--- src/rtl/xtea_word_loader_if.sv ---
// Word-stream handshake between an upstream source and the XTEA word loader.
interface xtea_word_loader_if;
  logic        in_valid;
  logic        in_sel;
  logic [31:0] in_data;
  logic        in_ready;

  modport master (output in_valid, output in_sel, output in_data, input in_ready);
  modport slave  (input in_valid, input in_sel, input in_data, output in_ready);
endinterface

--- src/rtl/xtea_word_loader.sv ---
// Assembles a 128-bit key and 128-bit data block from a 32-bit word stream,
// launches the XTEA core and waits for its completion pulse under a watchdog.
module xtea_word_loader #(
  parameter int unsigned WDOG_CYCLES = 255,
  parameter int unsigned CNT_W       = 16
) (
  input  logic                 clock,
  input  logic                 reset,
  xtea_word_loader_if.slave    word_in,
  output logic                 key_loaded,
  output logic                 start,
  output logic                 configuration,
  output logic                 aux,
  output logic [127:0]         v,
  output logic [127:0]         k,
  input  logic                 enc_ready,
  output logic                 busy,
  output logic                 timeout_err,
  output logic [CNT_W-1:0]     block_count
);

  localparam int unsigned WD_W = $clog2(WDOG_CYCLES + 1);

  typedef enum logic [2:0] {IDLE, FULL, START, CFG, WAIT_RDY} state_t;

  state_t          state;
  logic [1:0]      key_ptr;
  logic [1:0]      data_ptr;
  logic [WD_W-1:0] wdog;
  logic [WD_W-1:0] wdog_next;
  logic            accept;
  logic            last_data;
  logic            launch;

  // Ready depends on the current word type only while waiting for the key.
  assign word_in.in_ready = !reset &&
                            ((state == IDLE) || ((state == FULL) && word_in.in_sel));
  assign accept    = word_in.in_valid && word_in.in_ready;
  assign wdog_next = wdog + WD_W'(1);

  // Decode when the launch sequence starts: last data word with key present, or key arrival while full.
  always_comb begin
    last_data = 1'b0;
    launch    = 1'b0;
    if (state == IDLE && accept && !word_in.in_sel && data_ptr == 2'd3)
      last_data = 1'b1;
    if ((last_data && key_loaded) || (state == FULL && key_loaded))
      launch = 1'b1;
  end

  // Word packing, launch sequencing, watchdog and completion counting.
  always_ff @(posedge clock or posedge reset) begin
    if (reset) begin
      state         <= IDLE;
      key_ptr       <= '0;
      data_ptr      <= '0;
      wdog          <= '0;
      key_loaded    <= 1'b0;
      start         <= 1'b0;
      configuration <= 1'b0;
      aux           <= 1'b0;
      v             <= '0;
      k             <= '0;
      busy          <= 1'b0;
      timeout_err   <= 1'b0;
      block_count   <= '0;
    end else begin
      start         <= 1'b0;
      configuration <= 1'b0;
      aux           <= 1'b0;

      if (accept) begin
        if (word_in.in_sel) begin
          k[{key_ptr, 5'b0} +: 32] <= word_in.in_data;
          key_ptr                  <= key_ptr + 2'd1;
          if (key_ptr == 2'd3)
            key_loaded <= 1'b1;
        end else begin
          v[{data_ptr, 5'b0} +: 32] <= word_in.in_data;
          data_ptr                  <= data_ptr + 2'd1;
        end
      end

      if (launch) begin
        state       <= START;
        start       <= 1'b1;
        busy        <= 1'b1;
        wdog        <= '0;
        timeout_err <= 1'b0;
      end else begin
        case (state)
          IDLE: begin
            if (last_data)
              state <= FULL;
          end
          FULL: ;
          START: begin
            configuration <= 1'b1;
            aux           <= 1'b1;
            state         <= CFG;
          end
          // Watchdog also counts the CFG cycle, so expiry lands WDOG_CYCLES cycles after CFG.
          CFG: begin
            wdog  <= wdog_next;
            state <= WAIT_RDY;
          end
          WAIT_RDY: begin
            if (enc_ready) begin
              block_count <= block_count + CNT_W'(1);
              busy        <= 1'b0;
              state       <= IDLE;
            end else if (wdog_next == WD_W'(WDOG_CYCLES)) begin
              timeout_err <= 1'b1;
              busy        <= 1'b0;
              state       <= IDLE;
            end else begin
              wdog <= wdog_next;
            end
          end
          default: state <= IDLE;
        endcase
      end
    end
  end

endmodule
--- src/flat_wrapper.sv ---
// flat-port wrapper written by rule: the top's interface ports become plain ports
module xtea_word_loader_flat 
#(
  parameter int unsigned WDOG_CYCLES = 255,
  parameter int unsigned CNT_W       = 16
)
  (clock, reset, key_loaded, start, configuration, aux, v, k, enc_ready, busy, timeout_err, block_count, word_in_in_valid, word_in_in_sel, word_in_in_data, word_in_in_ready);
  xtea_word_loader_if word_in_i ();
  input  logic clock;
  input  logic reset;
  output logic key_loaded;
  output logic start;
  output logic configuration;
  output logic aux;
  output logic [127:0] v;
  output logic [127:0] k;
  input  logic enc_ready;
  output logic busy;
  output logic timeout_err;
  output logic [CNT_W-1:0] block_count;
  input wire logic [$bits(word_in_i.in_valid)-1:0] word_in_in_valid;
  input wire logic [$bits(word_in_i.in_sel)-1:0] word_in_in_sel;
  input wire logic [$bits(word_in_i.in_data)-1:0] word_in_in_data;
  output wire logic [$bits(word_in_i.in_ready)-1:0] word_in_in_ready;
  assign word_in_i.in_valid = word_in_in_valid;
  assign word_in_i.in_sel = word_in_in_sel;
  assign word_in_i.in_data = word_in_in_data;
  assign word_in_in_ready = word_in_i.in_ready;
  xtea_word_loader #(.WDOG_CYCLES(WDOG_CYCLES), .CNT_W(CNT_W)) u_core (.clock(clock), .reset(reset), .word_in(word_in_i), .key_loaded(key_loaded), .start(start), .configuration(configuration), .aux(aux), .v(v), .k(k), .enc_ready(enc_ready), .busy(busy), .timeout_err(timeout_err), .block_count(block_count));
endmodule
--- config.mk ---
export PLATFORM = sky130hd
export DESIGN_NAME = xtea_word_loader_flat
export DESIGN_NICKNAME = d
export VERILOG_FILES = /design/src/rtl/xtea_word_loader_if.sv /design/src/rtl/xtea_word_loader.sv /design/src/flat_wrapper.sv
export SDC_FILE = /design/constraint.sdc
export NUM_CORES = 1
export LEC_CHECK = 0
export ABC_AREA = 1
export CAP_MARGIN = 20
export CORE_ASPECT_RATIO = 1.1
export CORE_MARGIN = 3
export CORE_UTILIZATION = 50
export DETAILED_ROUTE_END_ITERATION = 10
export PLACE_DENSITY = 0.81
export SLEW_MARGIN = 20
export SYNTH_ARGS = -nofsm -noshare
export SYNTH_HDL_FRONTEND = slang
export SYNTH_SLANG_ARGS = --single-unit
--- constraint.sdc ---
create_clock -name clock -period 11.4 [get_ports clock]
set_input_delay 1.14 -clock clock [delete_from_list [all_inputs] [get_ports clock]]
set_output_delay 1.14 -clock clock [all_outputs]
set_load 0.05 [all_outputs]
# Yosys cells after proc, flatten, opt, wreduce, memory -nomap -nowiden
# Cells that the tools add are included.
# op_classes
n_bitwise	2
eq_ne	13
shift	4
order_cmp	0
n_div	0
n_reduce_logical	25
mul	0
n_addsub	6
mux	24
# ops
operator	count
bitwise mux 128 bit	2
variable shift 32 x 9 -> 128 bit (first input constant)	2
indexed part select 32 x 9 -> 128 bit	2
two-way mux 8 bit	3
negation 7 -> 9 bit	2
adder 16 x 1 -> 16 bit (second input constant)	1
case mux 8 bit (2 select lines)	1
case mux 3 bit (5 select lines)	1
AND reduction 3 bit	5
two-way mux 1 bit	13
two-way mux 3 bit	4
adder 8 x 1 -> 8 bit (second input constant)	1
equality test 8 bit (second input constant)	1
logical AND 1 bit	8
equality test 3 x 2 -> 1 bit (second input constant)	2
inequality test 3 x 2 -> 1 bit (second input constant)	2
AND reduction 2 bit	3
nonzero test 3 bit	2
adder 2 x 1 -> 2 bit (second input constant)	2
equality test 2 bit (second input constant)	2
inequality test 2 x 1 -> 1 bit (second input constant)	2
inequality test 4 x 2 -> 1 bit (second input constant)	1
nonzero test 2 bit	2
equality test 3 x 1 -> 1 bit (second input constant)	1
other kinds (6)	9
# word_totals
register_bits	292
latch_bits	0
mem_bits_rw	0
n_memories	0
inputBits	37
mem_bits_ro	0
word_cells	86

# Longest topological paths before layout
# Gate-level depths: netlist of the first run.
# depth
ltp_word	14
ltp_mapped	13

# Worst setup path after synthesis of the first run
# OpenSTA, ideal clock, no wires.
# synth_timing
kind	in2reg
from	in reset
to	reg u_core.v[112]
path_buffers	2
t_arrival_ns	8.964
setup_slack_ns	2.290
path_stages	8
required_time_ns	11.254
path_cell_list	inv_1 -> nand4_1 -> nor2_4 -> nand2_1 -> buf_2 -> buf_2 -> nand2_1 -> o41ai_2
# synth_via
elab_chain_len	4
# synth_lines
item	line	text
from (decl)	flat_wrapper.sv:10	input logic reset;
zero test 1 bit (no line)	n/a	
logical AND 1 bit	xtea_word_loader.sv:36	assign word_in.in_ready = !reset &&
logical AND 1 bit	xtea_word_loader.sv:38	assign accept = word_in.in_valid && word_in.in_ready;
AND reduction 2 bit (no line)	n/a	
to (signal, indexed assignment)	xtea_word_loader.sv:79	v[{data_ptr, 5'b0} +: 32] <= word_in.in_data;
to (decl)	xtea_word_loader.sv:14	output logic [127:0] v,
# No other way between the ends.
# A chain may end at the register's enable or synchronous reset.

# Worst setup path in the final report of the first run
# layout_timing
from	in word_in_in_sel
to	out word_in_in_ready
# layout_via
elab_chain_len	3
# layout_lines
item	line	text
from (decl)	flat_wrapper.sv:22	input wire logic [$bits(word_in_i.in_sel)-1:0] word_in_in_sel;
logical AND 1 bit	xtea_word_loader.sv:37	((state == IDLE) || ((state == FULL) && word_in.in_sel));
logical OR 1 bit	xtea_word_loader.sv:37	
logical AND 1 bit	xtea_word_loader.sv:36	
to (decl)	flat_wrapper.sv:24	output wire logic [$bits(word_in_i.in_ready)-1:0] word_in_in_ready;
# No other way between the ends.

==> metrics.md, run 1 <==
| Metric | Value |
|---|---|
| Multi-input gate area | 4730 um2 |
| WL final | 43.9 mm |
| Root buf cell | clkbuf_16 |
| Asr flop ratio synth | 100% |
| Die Wd | 158 um |
| Clock power share | 17.9% |
| Pin count of the biggest net entering global routing | 103 |
| Final period utilization | 35.0% |
| Max Cap Viol | 0 |
| RSZ-0062 raised after global routing | false |
| Peak VDD IR | 210 uV |
| Synth Flop Type | dfrtp_1 |
| H-tree levels | 1 |
| Area grow syn2layout | 33.2% |
| Nets | 1704 |
| Crit path time final | 4.00 ns |
| Diodes inserted | 0 |
| Nature of the critical path startpoint | input pin |
| Post-synthesis register bit count | 292 |
| # setup viols final | 0 |
| Switching part of the total | 50.2% |
| Sw Pwr | 2.92 mW |
| Max-slew headroom | 30.6% |
| CTS Buf Count | 30 |
| Pwr dens | 342 nW/um2 |
| Setup bufs post-CTS | 0 |
| Worst-path maximum fanout | 3 |
| GRT overflow | 0 |
| Via Count | 11500 |
| Fraction of layout instances using a drive strength above 1 | 5.96% |
| Mean Syn Cell Area | 9.10 um2 |
| Seq pwr share | 28.5% |
| Vias/cell | 5.81 |
| Die ar. | 27500 um2 |
| Hold Fails Final Rpt | 0 |
| DPL Wire Length | 28.1 mm |
| Dpl cell area | 15900 um2 |
| Hold-fix buffers at CTS | 0 |
| Seq/Total Area, Yosys | 57.3% |
| CP Class | in -> out |
| Logic pwr share | 53.6% |
| TritonCTS clock tree | built |
| Number of global-route vias before repair | 11200 |
| M3 GR Usage | 9.54% |
| Area leader, netlist | dfrtp_1 |
| Main area contributors after synthesis | dfrtp_1, nand2_1, o21ai_0 |
| Most frequent cells after synthesis | nand2_1, dfrtp_1, o21ai_0 |
| CORE AREA | 24800 um2 |
| Port Buf Inserts | 315 |
| Setup Skew | 0.00861 ns |
| GP Congestion | 0.880 |
| Syn nets | 1452 |
| Synth Instances | 1402 |
| Pins Over Slew Limit | 0 |
| Most common cell in the netlist | nand2_1 |
| Initial antenna violation count | 1 |
| CP Data Required Time | 10.26 ns |
| Total Power | 5.81 mW |
| Internal power | 2.89 mW |
| CP Data Arrival Time | 2.86 ns |
| Setup TNS Final | 0 ns |
| Grt met2 use | 49.6% |
| Fillers | 1958 |
| Clock Path Buffers | 3 |
| Initial core utilization | 51.5% |
| Status | complete, no violations |
| Yosys cell types | 36 |
| Number of remaining DRC errors | 0 |
| Avg WL per Cell | 22.1 um |
| Seq. cell area | 7310 um2 |
| Total GRT Usage | 31.2% |
| Synthesized cell area | 12800 um2 |
| Clk Latency, worst-skew pair | 0.55 ns |
| Max Clk Rate | 250 MHz |
| EDFF count, synth | 0 |
| Met1 Use GR | 39.9% |
| Worst-margin pin slew | 1.04 ns |
| Placed instance count | 1931 |
| Io pins | 316 |
| Die H | 174 um |
| Post-DRT Antenna Nets | 0 |
| First-pass GRT wire length | 66.4 mm |
| Synth top area share | 57.3% |
| Clock sinks | 292 |
| Critical path endpoint category | output pin |
| GRT Max-Usage Layer | met2 |
| Reg clk slew, reported paths | 0.06 ns |
| Final Cell Area | 17000 um2 |
| Rows | 60 |
| Static leakage | 8.12 nW |
| 1st-iter DRT viols | 1131 |
| Synth Warn # | 0 |
| Fin cells | 1987 |
| Worst min path class | reg -> reg |
| Post-cts resize count | 0 |
| Pre-antenna DRT Iters | 5 |
==> sequential cells by signal (all words and copies together) (netlist names) <==
signal                flops
u_core.timeout_err        1
u_core.key_loaded         1
u_core.k                128
u_core.configuration      1
u_core.v                128
u_core.key_ptr            2
u_core.state              3
u_core.data_ptr           2
u_core.start              1
u_core.block_count       16
u_core.wdog               8
u_core.busy               1
==> power by group through the flow <==
stage	Clock [mW]	Sequential [mW]	Combinational [mW]
final	1.04	1.66	3.11
after global placement	0	1.65	3.04
after CTS	1.05	1.65	3.10
after global routing	1.09	1.70	3.26
after detailed placement	0	1.66	3.09
after floorplan	0	2.84	0.805
==> worst paths after layout <==
check | depth (start not counted) | end | startpoint | slack, ns
setup reg to reg | 8 | u_core.v[65]$_DFFE_PP0P_ | u_core.data_ptr[0]$_DFFE_PP0P_ | 7.92
setup / recovery | 4 | word_in_in_ready | word_in_in_sel | 7.40
max in group asynchronous | 4 | u_core.k[85]$_DFFE_PP0P_ | reset | 8.14
hold / removal | 1 | u_core.block_count[15]$_DFFE_PP0P_ | u_core.block_count[15]$_DFFE_PP0P_ | 0.47
hold reg to reg | 1 | u_core.block_count[15]$_DFFE_PP0P_ | u_core.block_count[15]$_DFFE_PP0P_ | 0.47
min in group asynchronous | 2 | u_core.state[2]$_DFFE_PP0P_ | reset | 1.11
==> layer usage <==
| metal | part of all wire (%) | up-vias |
|---|---|---|
| li1 | - | 5178 |
| met1 | 38 | 5636 |
| met2 | 47 | 593 |
| met3 | 10 | 134 |
| met4 | 5.2 | 2 |
| met5 | 0.030 | - |
==> cell usage in the layout, fill, tap and decap left out, drive strengths merged, types with 21 or more instances in the layout <==
cell           synthesis  layout
o21ai                143     143
nand2                366     366
clkdlybuf4s50          0     315
nor2                  98      98
inv                   65      65
o41ai                 21      21
dfrtp                292     292
a21oi                 67      67
nand4                 30      30
clkbuf                67      45
o31ai                 29      29
nand3                136     136
==> critical path: stages <==
cell and delay (ns):
clkdlybuf4s50_1 0.60, o211ai_2 0.13, nor2_2 0.16, clkdlybuf4s50_1 0.83
==> stage by stage <==
stage | hold slack [ns] | setup slack, ns | util [%]
final | 0.473 | 7.40 | 68.6
after global routing | 0.489 | 7.33 | 68.6
after CTS | 0.473 | 7.39 | 68.5
after detailed placement | 0.461 | 7.37 | 64.3
after global placement | 0.457 | 7.39 | 64.2
after floorplan | 0.464 | 2.18 | -
==> layout make-up <==
type,count,share of cell area (%)
clock buffers,45,5.23
well taps,310,2.28
inverters,65,1.48
flip-flops and latches,292,43.0
clock inverters,10,0.921
multi-input cells,936,27.8
repair buffers,329,19.2
==> logic make-up (layout without fill, tap and decap cells) <==
| group | count (synthesis) | after routing | synth area share (%) |
|---|---|---|---|
| and+or+nand+nor | 641 | 641 | 22.0 |
| muxes | 1 | 1 | 0.0883 |
| xor gates and xnor gates | 18 | 18 | 1.24 |
| buffers and inverters | 174 | 449 | 5.96 |
| AOI/OAI and AO/OA | 263 | 263 | 12.2 |
| DFF | 292 | 292 | 57.3 |
| adders and majority gates | 13 | 13 | 1.28 |
(Power assumes the default switching activity.)
==> run 2: changes to the inputs <==
==> constraint.sdc (replaced) <==
create_clock -name clock -period 3.8 [get_ports clock]
set_input_delay 0.38 -clock clock [delete_from_list [all_inputs] [get_ports clock]]
set_output_delay 0.38 -clock clock [all_outputs]
set_load 0.05 [all_outputs]
==> run 2 against run 1 <==
Largest power group unchanged. Hold slack got worse by 0.28 ns. Via count decreased by 0.94%. Flip-flop and latch count unchanged. Critical endpoint is now u_core.k[65]$_DFFE_PP0P_.
==> metrics.md, run 2 (same netlist as run 1, synthesis figures left out) <==
| Metric | Value |
|---|---|
| Status | complete, no violations |
| Pin count of the biggest net entering global routing | 82 (-20%) |
| Setup Skew | 0.0226 ns (+0.0140 ns) |
| Nets | 1712 (+0.47%) |
| Die Wd | 158 um (unchanged) |
| Worst-margin pin slew | 1.01 ns (-0.0287 ns) |
| Met3 wire len | 4.53 mm (+2.3%) |
| Clock Path Buffers | 3 (unchanged) |
| Most frequent cells in the layout | nand2_1, clkdlybuf4s50_1, dfrtp_1, o21ai_0, nand3_1 |
| Slowest cell on crit path | dfrtp_1 |
| H-tree levels | 1 (unchanged) |
| Placed instance count | 1937 (+0.31%) |
| Number of remaining DRC errors | 0 (unchanged) |
| Vias/cell | 5.74 (-1.1%) |
| Rows | 60 (unchanged) |
| Critical path buffer and inverter count | 3 (+1) |
| Port Buf Inserts | 315 (unchanged) |
| Total GRT Usage | 30.6% (-0.65 points) |
| # setup viols final | 0 (unchanged) |
| Pwr dens | 1010 nW/um2 (+200%) |
| Fraction of layout instances using a drive strength above 1 | 6.31% (+0.34 points) |
| TritonCTS clock tree | built |
| WL final | 42.7 mm (-2.8%) |
| Worst-path maximum fanout | 32 (+29) |
| GP Congestion | 0.887 (+0.88%) |
| Avg WL per Cell | 21.4 um (-3.0%) |
| Static leakage | 8.12 nW (about the same) |
| Top Registers | u_core.k x128, u_core.v x128, u_core.block_count x16 |
| 1st-iter DRT viols | 1223 (+8.1%) |
| GRT overflow | 0 (unchanged) |
| Die H | 174 um (unchanged) |
| CP Data Arrival Time | 3.59 ns (+0.73 ns) |
| Crit path time final | 3.11 ns |
| Pre-antenna DRT Iters | 5 (unchanged) |
| Final period utilization | 81.9% |
| Pins Over Slew Limit | 0 (unchanged) |
| Diodes inserted | 0 (unchanged) |
| Top layer in use | met4 |
| Post-DRT Antenna Nets | 0 (unchanged) |
| CP Cell Sequence | inv_1 > ha_1 > inv_1 > nor3_2 > buf_4 > nand2_1 > a21oi_1 |
| Seq pwr share | 28.9% (+0.4 points) |
| Slowest stage delay, CP | 0.89 ns (+0.06 ns) |
| Internal power | 8.57 mW (+200%) |
| CORE AREA | 24800 um2 (unchanged) |
| First-pass GRT wire length | 65.4 mm (-1.5%) |
| Sw Pwr | 8.66 mW (+200%) |
| Most used cell, CP | inv_1 |
| Largest delay share family, worst path | buffers and inverters |
| Root buf cell | clkbuf_16 |
| Initial antenna violation count | 0 (-1) |
| Via Count | 11400 (-0.94%) |
| Initial core utilization | 51.5% (unchanged) |
| Reg clk slew, reported paths | 0.07 ns (about the same) |
| RSZ-0062 raised after global routing | false |
| Hold-fix buffers at CTS | 0 (unchanged) |
| WL met2 | 19.7 mm (-3.6%) |
| Peak VDD IR | 604 uV (+190%) |
| DPL Wire Length | 28.0 mm (about the same) |
| Max Cap Viol | 0 (unchanged) |
| Fillers | 1900 (-3.0%) |
| Commonest non-fill, non-tap cell in the layout | nand2_1 |
| Hold Fails Final Rpt | 0 (unchanged) |
| CP Data Required Time | 4.28 ns (-5.98 ns) |
| Nature of the critical path startpoint | register |
| Number of global-route vias before repair | 11100 (-0.74%) |
| CP Class | reg -> reg |
| Fin cells | 1991 (+0.20%) |
| Io pins | 316 (unchanged) |
| Critical path endpoint category | register |
| Max Clk Rate | 321 MHz |
| Area grow syn2layout | 33.3% (about the same) |
| CTS Buf Count | 31 (+3.3%) |
| M1 wire length | 16.5 mm (-1.0%) |
| Die ar. | 27500 um2 (unchanged) |
| Setup bufs post-CTS | 0 (unchanged) |
| Logic pwr share | 53.9% (+0.3 points) |
| Max-slew headroom | 32.5% (+1.9 points) |
| Clk Latency, worst-skew pair | 0.55 ns (about the same) |
| Setup TNS Final | 0 ns (unchanged) |
| Post-cts resize count | 0 (unchanged) |
| Switching part of the total | 50.3% (+0.065 points) |
| Worst min path class | in -> async |
| Clock power share | 17.3% (-0.6 points) |
| Clock sinks | 292 (unchanged) |
==> run 2: cell count changes in the layout (fill, tap and decap cells not counted), sizes merged <==
cell / previous run / this run
buf: 14 / 21
bufinv: 4 / 3
clkinvlp: 1 / 2
clkbuf: 45 / 41
clkinv: 5 / 7
inv: 65 / 64
==> run 2: layout make-up <==
| type | instances | area, um2 | area share, % |
|---|---|---|---|
| Clock buffer | 41 | 853 | 5.02 |
| Clock inverter | 11 | 140 | 0.824 |
| Inverter | 65 | 248 | 1.46 |
| Multi-Input combinational cell | 936 | 4720 | 27.8 |
| Sequential cell | 292 | 7310 | 43.0 |
| Tap cell | 310 | 388 | 2.28 |
| Timing Repair Buffer | 336 | 3340 | 19.7 |
==> run 2: stage by stage <==
step                hold slack (ns)  power (mW)  instance area, um2  setup slack (ns)  util, %
floorplan                     0.464        10.9               12800             -2.26        -
global placement              0.458        14.0               16000             0.881     64.4
detailed placement            0.461        14.2               16000             0.787     64.4
CTS                           0.174        17.2               16900             0.769     68.4
global route                  0.215        18.0               17000             0.487     68.6
finish                        0.194        17.2               17000             0.687     68.6
==> run 2: worst register-to-register path, delay by kind of cell, from the launching register on <==
kind	cells	cell delay, ns
buffers and inverters	3	0.99
adder cells (fa/ha/maj)	1	0.70
flip-flops	1	0.89
AO/OA/AOI/OAI	1	0.17
AND/OR/NAND/NOR	2	0.29
==> run 2: routing by layer <==
| layer | track usage (%) | vias up |
|---|---|---|
| met5 | 0 | - |
| met4 | 12.1 | 0 |
| met3 | 9.06 | 106 |
| met2 | 47.1 | 583 |
| met1 | 40.7 | 5579 |
| li1 | - | 5167 |
==> run 2: path summary, 6_finish.rpt <==
check	slack (ns)	endpoint	from	cells after the start
worst max-delay path	0.69	u_core.k[65]$_DFFE_PP0P_	u_core.key_ptr[0]$_DFFE_PP0P_	7
min in group clock	0.47	u_core.block_count[15]$_DFFE_PP0P_	u_core.block_count[15]$_DFFE_PP0P_	1
worst min-delay path	0.19	u_core.wdog[4]$_DFFE_PP0P_	reset	2
worst min register to register	0.47	u_core.block_count[15]$_DFFE_PP0P_	u_core.block_count[15]$_DFFE_PP0P_	1
worst max register to register	0.69	u_core.k[65]$_DFFE_PP0P_	u_core.key_ptr[0]$_DFFE_PP0P_	7
max in group asynchronous	2.34	u_core.k[26]$_DFFE_PP0P_	reset	3
==> run 2: power groups by stage <==
stage / sequential [mW] / clock, mW / combinational [mW]
2_1_floorplan: 8.52 / 0 / 2.42
3_3_place_gp: 4.95 / 0 / 9.09
3_5_place_dp: 4.97 / 0 / 9.21
4_1_cts: 4.95 / 3.00 / 9.25
5_1_grt: 5.08 / 3.14 / 9.79
6_report: 4.97 / 2.97 / 9.29
==> run 3: changes to the inputs <==
==> constraint.sdc (replaced) <==
create_clock -name clock -period 3.15 [get_ports clock]
set_input_delay 0.315 -clock clock [delete_from_list [all_inputs] [get_ports clock]]
set_output_delay 0.315 -clock clock [all_outputs]
set_load 0.05 [all_outputs]
==> run 3 against run 2 <==
Clock power increased by 20%. Core utilization is 0.12 points higher. Highest routed layer unchanged. Cell area is 0.17% higher. Hold slack improved by 0.18 ns. Fmax increased by 16%. Register-to-register slack worse by 0.21 ns.
==> metrics.md, run 3 (same netlist as run 1, synthesis figures left out) <==
| Metric | Value |
|---|---|
| Setup Skew | 0.00852 ns (-0.0141 ns) |
| Number of remaining DRC errors | 0 (unchanged) |
| Vias/cell | 5.72 (-0.36%) |
| Area grow syn2layout | 33.5% |
| TritonCTS clock tree | built |
| Static leakage | 8.13 nW (+0.16%) |
| Setup bufs post-CTS | 0 (unchanged) |
| Crit path time final | 2.68 ns (-0.435 ns) |
| DPL Wire Length | 28.1 mm (+0.26%) |
| Die H | 174 um (unchanged) |
| Fin cells | 2000 (+0.45%) |
| Nets | 1716 (+0.23%) |
| Reg-to-Reg Start | u_core.key_ptr[0]$_DFFE_PP0P_ |
| Max Cap Viol | 0 (unchanged) |
| Reg clk slew, reported paths | 0.06 ns (about the same) |
| Clock Path Buffers | 3 (unchanged) |
| # setup viols final | 0 (unchanged) |
| Die Wd | 158 um (unchanged) |
| GP Congestion | 0.829 (-6.6%) |
| Final Cell Area | 17000 um2 (+0.17%) |
| Top Registers | u_core.k x128, u_core.v x128, u_core.block_count x16 |
| Post-cts resize count | 0 (unchanged) |
| FF-to-FF End | u_core.k[65]$_DFFE_PP0P_ |
| CP Data Required Time | 3.62 ns (-0.66 ns) |
| Status | complete, no violations |
| Pre-antenna DRT Iters | 5 (unchanged) |
| Avg WL per Cell | 21.3 um (-0.44%) |
| Clock sinks | 292 (unchanged) |
| Fraction of layout instances using a drive strength above 1 | 6.75% (+0.44 points) |
| Number of global-route vias before repair | 11400 (+2.6%) |
| Placed instance count | 1944 (+0.36%) |
| Diodes inserted | 0 (unchanged) |
| Commonest non-fill, non-tap cell in the layout | nand2_1 |
| Clk Latency, worst-skew pair | 0.54 ns (about the same) |
| Flop-to-flop setup slack | 0.47 ns (-0.21 ns) |
| Fin util | 68.7% (+0.12 points) |
| Fillers | 1864 (-1.9%) |
| Pins Over Slew Limit | 0 (unchanged) |
| CORE AREA | 24800 um2 (unchanged) |
| Total GRT Usage | 30.9% (+0.29 points) |
| First-pass GRT wire length | 66.0 mm (+0.91%) |
| Worst-margin pin slew | 0.953 ns (-0.0591 ns) |
| Max-slew headroom | 36.4% (+3.9 points) |
| RSZ-0062 raised after global routing | false |
| Critical path endpoint category | register |
| Sw Pwr | 10.5 mW (+21%) |
| Nature of the critical path startpoint | register |
| Post-DRT Antenna Nets | 0 (unchanged) |
| CP Class | reg -> reg |
| Dpl cell area | 16000 um2 (+0.49%) |
| Hold Fails Final Rpt | 0 (unchanged) |
| Multi-input gate area | 4710 um2 (-0.11%) |
| Seq pwr share | 28.6% (-0.3 points) |
| DP Worst Slack | 0.478 ns (-0.310 ns) |
| Switching part of the total | 50.3% (about the same) |
| Via Count | 11400 (+0.087%) |
| CP Data Arrival Time | 3.15 ns (-0.44 ns) |
| Post-route setup slack | 0.472 ns (-0.215 ns) |
| Io pins | 316 (unchanged) |
| Clock power share | 17.1% (-0.2 points) |
| Initial antenna violation count | 0 (unchanged) |
| Pwr dens | 1220 nW/um2 (+21%) |
| Final period utilization | 85.0% (+3.1 points) |
| Worst min path class | in -> async |
| H-tree levels | 1 (unchanged) |
| Peak VDD IR | 886 uV (+47%) |
| Seq. cell area | 7310 um2 (unchanged) |
| 1st-iter DRT viols | 1217 (-0.49%) |
| GRT overflow | 0 (unchanged) |
| Internal power | 10.4 mW (+21%) |
| Pin count of the biggest net entering global routing | 160 (+95%) |
| Max Clk Rate | 373 MHz (+16%) |
| Root buf cell | clkbuf_16 |
| WL final | 42.7 mm (about the same) |
| Most frequent cells in the layout | nand2_1, clkdlybuf4s50_1, dfrtp_1, o21ai_0, nand3_1 |
| Rows | 60 (unchanged) |
| Logic pwr share | 54.3% (+0.4 points) |
| Worst-path maximum fanout | 32 (unchanged) |
| Port Buf Inserts | 315 (unchanged) |
| Initial core utilization | 51.5% (unchanged) |
| CTS Buf Count | 30 (-3.2%) |
| Hold-fix buffers at CTS | 0 (unchanged) |
| FF-to-FF path depth | 7 (unchanged) |
| Die ar. | 27500 um2 (unchanged) |
## run 3: cell count changes in the layout (fill, tap and decap cells not counted)
cell / before / now
nand2_4: 1 / 0
buf_4: 19 / 24
clkbuf_8: 4 / 2
clkbuf_1: 6 / 7
buf_12: 1 / 2
clkinv_2: 5 / 9
clkinv_4: 2 / 1
clkinvlp_4: 2 / 3
buf_16: 1 / 0
inv_6: 0 / 1
nand2_2: 2 / 3
## run 3: power by group through the flow
stage / clock network [mW] / logic (mW) / registers [mW]
final: 3.57 / 11.3 / 5.96
after global routing: 3.77 / 11.9 / 6.11
after CTS: 3.62 / 11.3 / 5.94
after detailed placement: 0 / 11.2 / 5.96
after global placement: 0 / 11.1 / 5.93
after floorplan: 0 / 2.92 / 10.3
## run 3: per-layer routing
metal	up-vias	GRT usage [%]	part of all wire [%]	routed length, um
met2	609	47.1	45	19400
li1	5190	-	-	-
met5	-	0	0	0
met3	121	8.41	11	4490
met1	5525	40.6	38	16300
met4	0	15.2	6.1	2580
## run 3: worst max-delay path by stage
stage	startpoint	endpoint	slack, ns	depth (start not counted)
floorplan	reset	u_core.v[0]$_DFFE_PP0P_	-2.85	8
global placement	word_in_in_sel	u_core.k[71]$_DFFE_PP0P_	0.55	8
detailed placement	word_in_in_sel	u_core.k[91]$_DFFE_PP0P_	0.48	8
CTS	u_core.data_ptr[1]$_DFFE_PP0P_	u_core.v[93]$_DFFE_PP0P_	0.54	9
global route	u_core.key_ptr[0]$_DFFE_PP0P_	u_core.k[65]$_DFFE_PP0P_	0.25	7
finish	u_core.key_ptr[0]$_DFFE_PP0P_	u_core.k[65]$_DFFE_PP0P_	0.47	7
## run 3: final cells by class
type                    count  share of cell area [%]
clock buffers              40                    4.87
clock inverters            16                   0.985
inverters                  65                    1.45
multi-input cells         936                    27.7
flip-flops and latches    292                    42.9
well taps                 310                    2.28
repair buffers            341                    19.8
## run 3: through the flow
| stage | total power [mW] | hold WS (ns) | TNS [ns] |
|---|---|---|---|
| after floorplan | 13.2 | 0.453 | -707.19 |
| after global placement | 17.0 | 0.459 | 0 |
| after detailed placement | 17.2 | 0.464 | 0 |
| after CTS | 20.8 | 0.477 | 0 |
| after global routing | 21.8 | 0.488 | 0 |
| final | 20.8 | 0.377 | 0 |
## run 3: worst max-delay path, stage by stage (launching register included)
cell and delay [ns]:
dfrtp_1 0.60, inv_1 0.22, ha_1 0.65, inv_1 0.34, nor3_2 0.21, buf_4 0.34, nand2_1 0.08, a21oi_1 0.15
==> patch (config.mk and constraints of run 1) <==
Encoding of `state_t`: now one-hot (5 bits for 5 states).
--- a/src/rtl/xtea_word_loader.sv
+++ b/src/rtl/xtea_word_loader.sv
@@ -22,5 +22,5 @@
   localparam int unsigned WD_W = $clog2(WDOG_CYCLES + 1);
 
-  typedef enum logic [2:0] {IDLE, FULL, START, CFG, WAIT_RDY} state_t;
+  typedef enum logic [4:0] {IDLE = 5'b00001, FULL = 5'b00010, START = 5'b00100, CFG = 5'b01000, WAIT_RDY = 5'b10000} state_t;
 
   state_t          state;
Function: no difference found for any inputs over 4 cycles, from zero or initial values and one cycle with reset high; so few cycles prove little.
==> patch against run 1 <==
  * Setup slack worse by 0.61 ns
  * Cell area decreased by 1.6%
  * Wire length is 7.3% lower
  * Fmax is 13% lower
  * First-iteration DRC count down 20%
  * Power fell by 7.2%
  * Synthesized area is 0.82% lower
  * Critical endpoint is now u_core.state[1]$_DFFE_PP0P_
  * Sequential cell count is 2 higher
==> patch: results <==
# TYPE chip_impl_metric gauge
chip_impl_info{name="run_status",value="finished clean"} 1
chip_impl_metric{name="drt-total-wl",unit="um"} 40700
chip_impl_metric{name="finalWeightedCongestion",unit=""} 0.874
chip_impl_metric{name="worst_ir_drop_vdd",unit="mV"} 0.187
chip_impl_metric{name="number_of_standard_cells_after_synthesis",unit=""} 1406
chip_impl_metric{name="cts_made_buffers",unit=""} 29
chip_impl_metric{name="syn-num-nets",unit=""} 1456
chip_impl_metric{name="grt.total_usage",unit="%"} 29.4
chip_impl_metric{name="grt_pass1_vias",unit=""} 11000
chip_impl_metric{name="antenna_found_initial",unit=""} 0
chip_impl_metric{name="crit_fanout",unit=""} 122
chip_impl_info{name="synth.cells.most_frequent",value="sky130_fd_sc_hd__nand2_1 (400), sky130_fd_sc_hd__dfrtp_1 (293), sky130_fd_sc_hd__nand3_1 (165)"} 1
chip_impl_metric{name="layout-drive-gt1-share",unit="%"} 7.52
chip_impl_info{name="r2r_start",value="u_core.state[0]$_DFFE_PP1P_"} 1
chip_impl_info{name="crit_path_from",value="reset"} 1
chip_impl_metric{name="regToRegSetupSlack",unit="ns"} 7.91
chip_impl_metric{name="placed_instance_count",unit=""} 1921
chip_impl_metric{name="finish.net_count",unit=""} 1692
chip_impl_metric{name="total_leakage_power",unit="nW"} 7.55
chip_impl_info{name="timing.hold.worst.class",value="flip-flop to flip-flop"} 1
chip_impl_metric{name="place_area",unit="sq um"} 15800
chip_impl_metric{name="transition_time_at_the_pin_with_the_least_slew_margin",unit="ns"} 1.08
chip_impl_metric{name="yosys.cell_types.count",unit=""} 35
chip_impl_metric{name="dp_hpwl",unit="um"} 26600
chip_impl_metric{name="final_cell_count_no_fill",unit=""} 1972
chip_impl_info{name="endpoint",value="u_core.state[1]$_DFFE_PP0P_"} 1
chip_impl_metric{name="finClkSkew",unit="ns"} 0.00985
chip_impl_metric{name="route.detailed.vias_per_inst",unit=""} 5.61
chip_impl_metric{name="worstPathArrival",unit="ns"} 5.06
chip_impl_info{name="synth_area_leaders",value="sky130_fd_sc_hd__dfrtp_1 (58%), sky130_fd_sc_hd__nand2_1 (12%), sky130_fd_sc_hd__nand3_1 (6.5%)"} 1
chip_impl_metric{name="largest_net_degree_at_the_start_of_global_routing",unit=""} 176
## patch: worst min-delay path by stage
stage	start	to	slack, ns	cells past startpoint
4_1_cts	u_core.block_count[15]$_DFFE_PP0P_	u_core.block_count[15]$_DFFE_PP0P_	0.47	1
3_5_place_dp	u_core.block_count[15]$_DFFE_PP0P_	u_core.block_count[15]$_DFFE_PP0P_	0.46	1
3_3_place_gp	u_core.block_count[15]$_DFFE_PP0P_	u_core.block_count[15]$_DFFE_PP0P_	0.46	1
6_report	u_core.block_count[15]$_DFFE_PP0P_	u_core.block_count[15]$_DFFE_PP0P_	0.47	1
2_1_floorplan	u_core.data_ptr[1]$_DFFE_PP0P_	u_core.data_ptr[1]$_DFFE_PP0P_	0.50	2
5_1_grt	u_core.k[106]$_DFFE_PP0P_	u_core.k[106]$_DFFE_PP0P_	0.50	2
## patch: layer usage
layer | vias to the layer above | global-route usage (%) | wire, um
met3 | 95 | 7.06 | 3830
met4 | 0 | 11.1 | 1680
met5 | - | 0 | 0
met2 | 533 | 46.7 | 19200
met1 | 5396 | 39.4 | 16000
li1 | 5038 | - | -
## patch: kinds of logic (layout without fill, tap and decap cells)
logic type	after synthesis	in the layout	synth area share [%]
AOI/OAI and AO/OA	235	235	10.0
buffers and inverters	166	422	5.98
adders and majority gates	13	13	1.29
xor gates and xnor gates	16	16	1.11
and+or+nand+nor	682	682	23.4
DFF	294	294	58.2
## patch: final cells by class
cell class,instances,area [sq um]
clock buffer,40,847
clock inverter,11,109
fill,1845,7990
inverter,45,176
multi-input combinational,946,4580
sequential,294,7360
tap,310,388
timing repair buffer,326,3250
## patch: power breakdown
group	internal [mW]	switching [mW]
Sequential	1.38	0.216
Clock	0.561	0.407
Combinational	0.803	2.02
Total	2.74	2.65
## patch: critical path, stage by stage
cell and delay (ns):
sky130_fd_sc_hd__clkdlybuf4s50_1 0.51, sky130_fd_sc_hd__inv_8 0.62, sky130_fd_sc_hd__nand4_4 0.83, sky130_fd_sc_hd__nor2_4 0.94, sky130_fd_sc_hd__inv_2 0.47, sky130_fd_sc_hd__nand2_1 0.20, sky130_fd_sc_hd__nand3_1 0.10, sky130_fd_sc_hd__o21bai_1 0.15
## patch: stage by stage
stage / util, % / worst slack (ns) / power [mW] / hold slack (ns)
2_1_floorplan: - / 2.00 / 3.42 / 0.503
3_3_place_gp: 63.7 / 6.34 / 4.36 / 0.458
3_5_place_dp: 63.8 / 6.19 / 4.42 / 0.464
4_1_cts: 67.7 / 6.74 / 5.40 / 0.474
5_1_grt: 67.7 / 6.34 / 5.62 / 0.499
6_report: 67.7 / 6.79 / 5.39 / 0.472
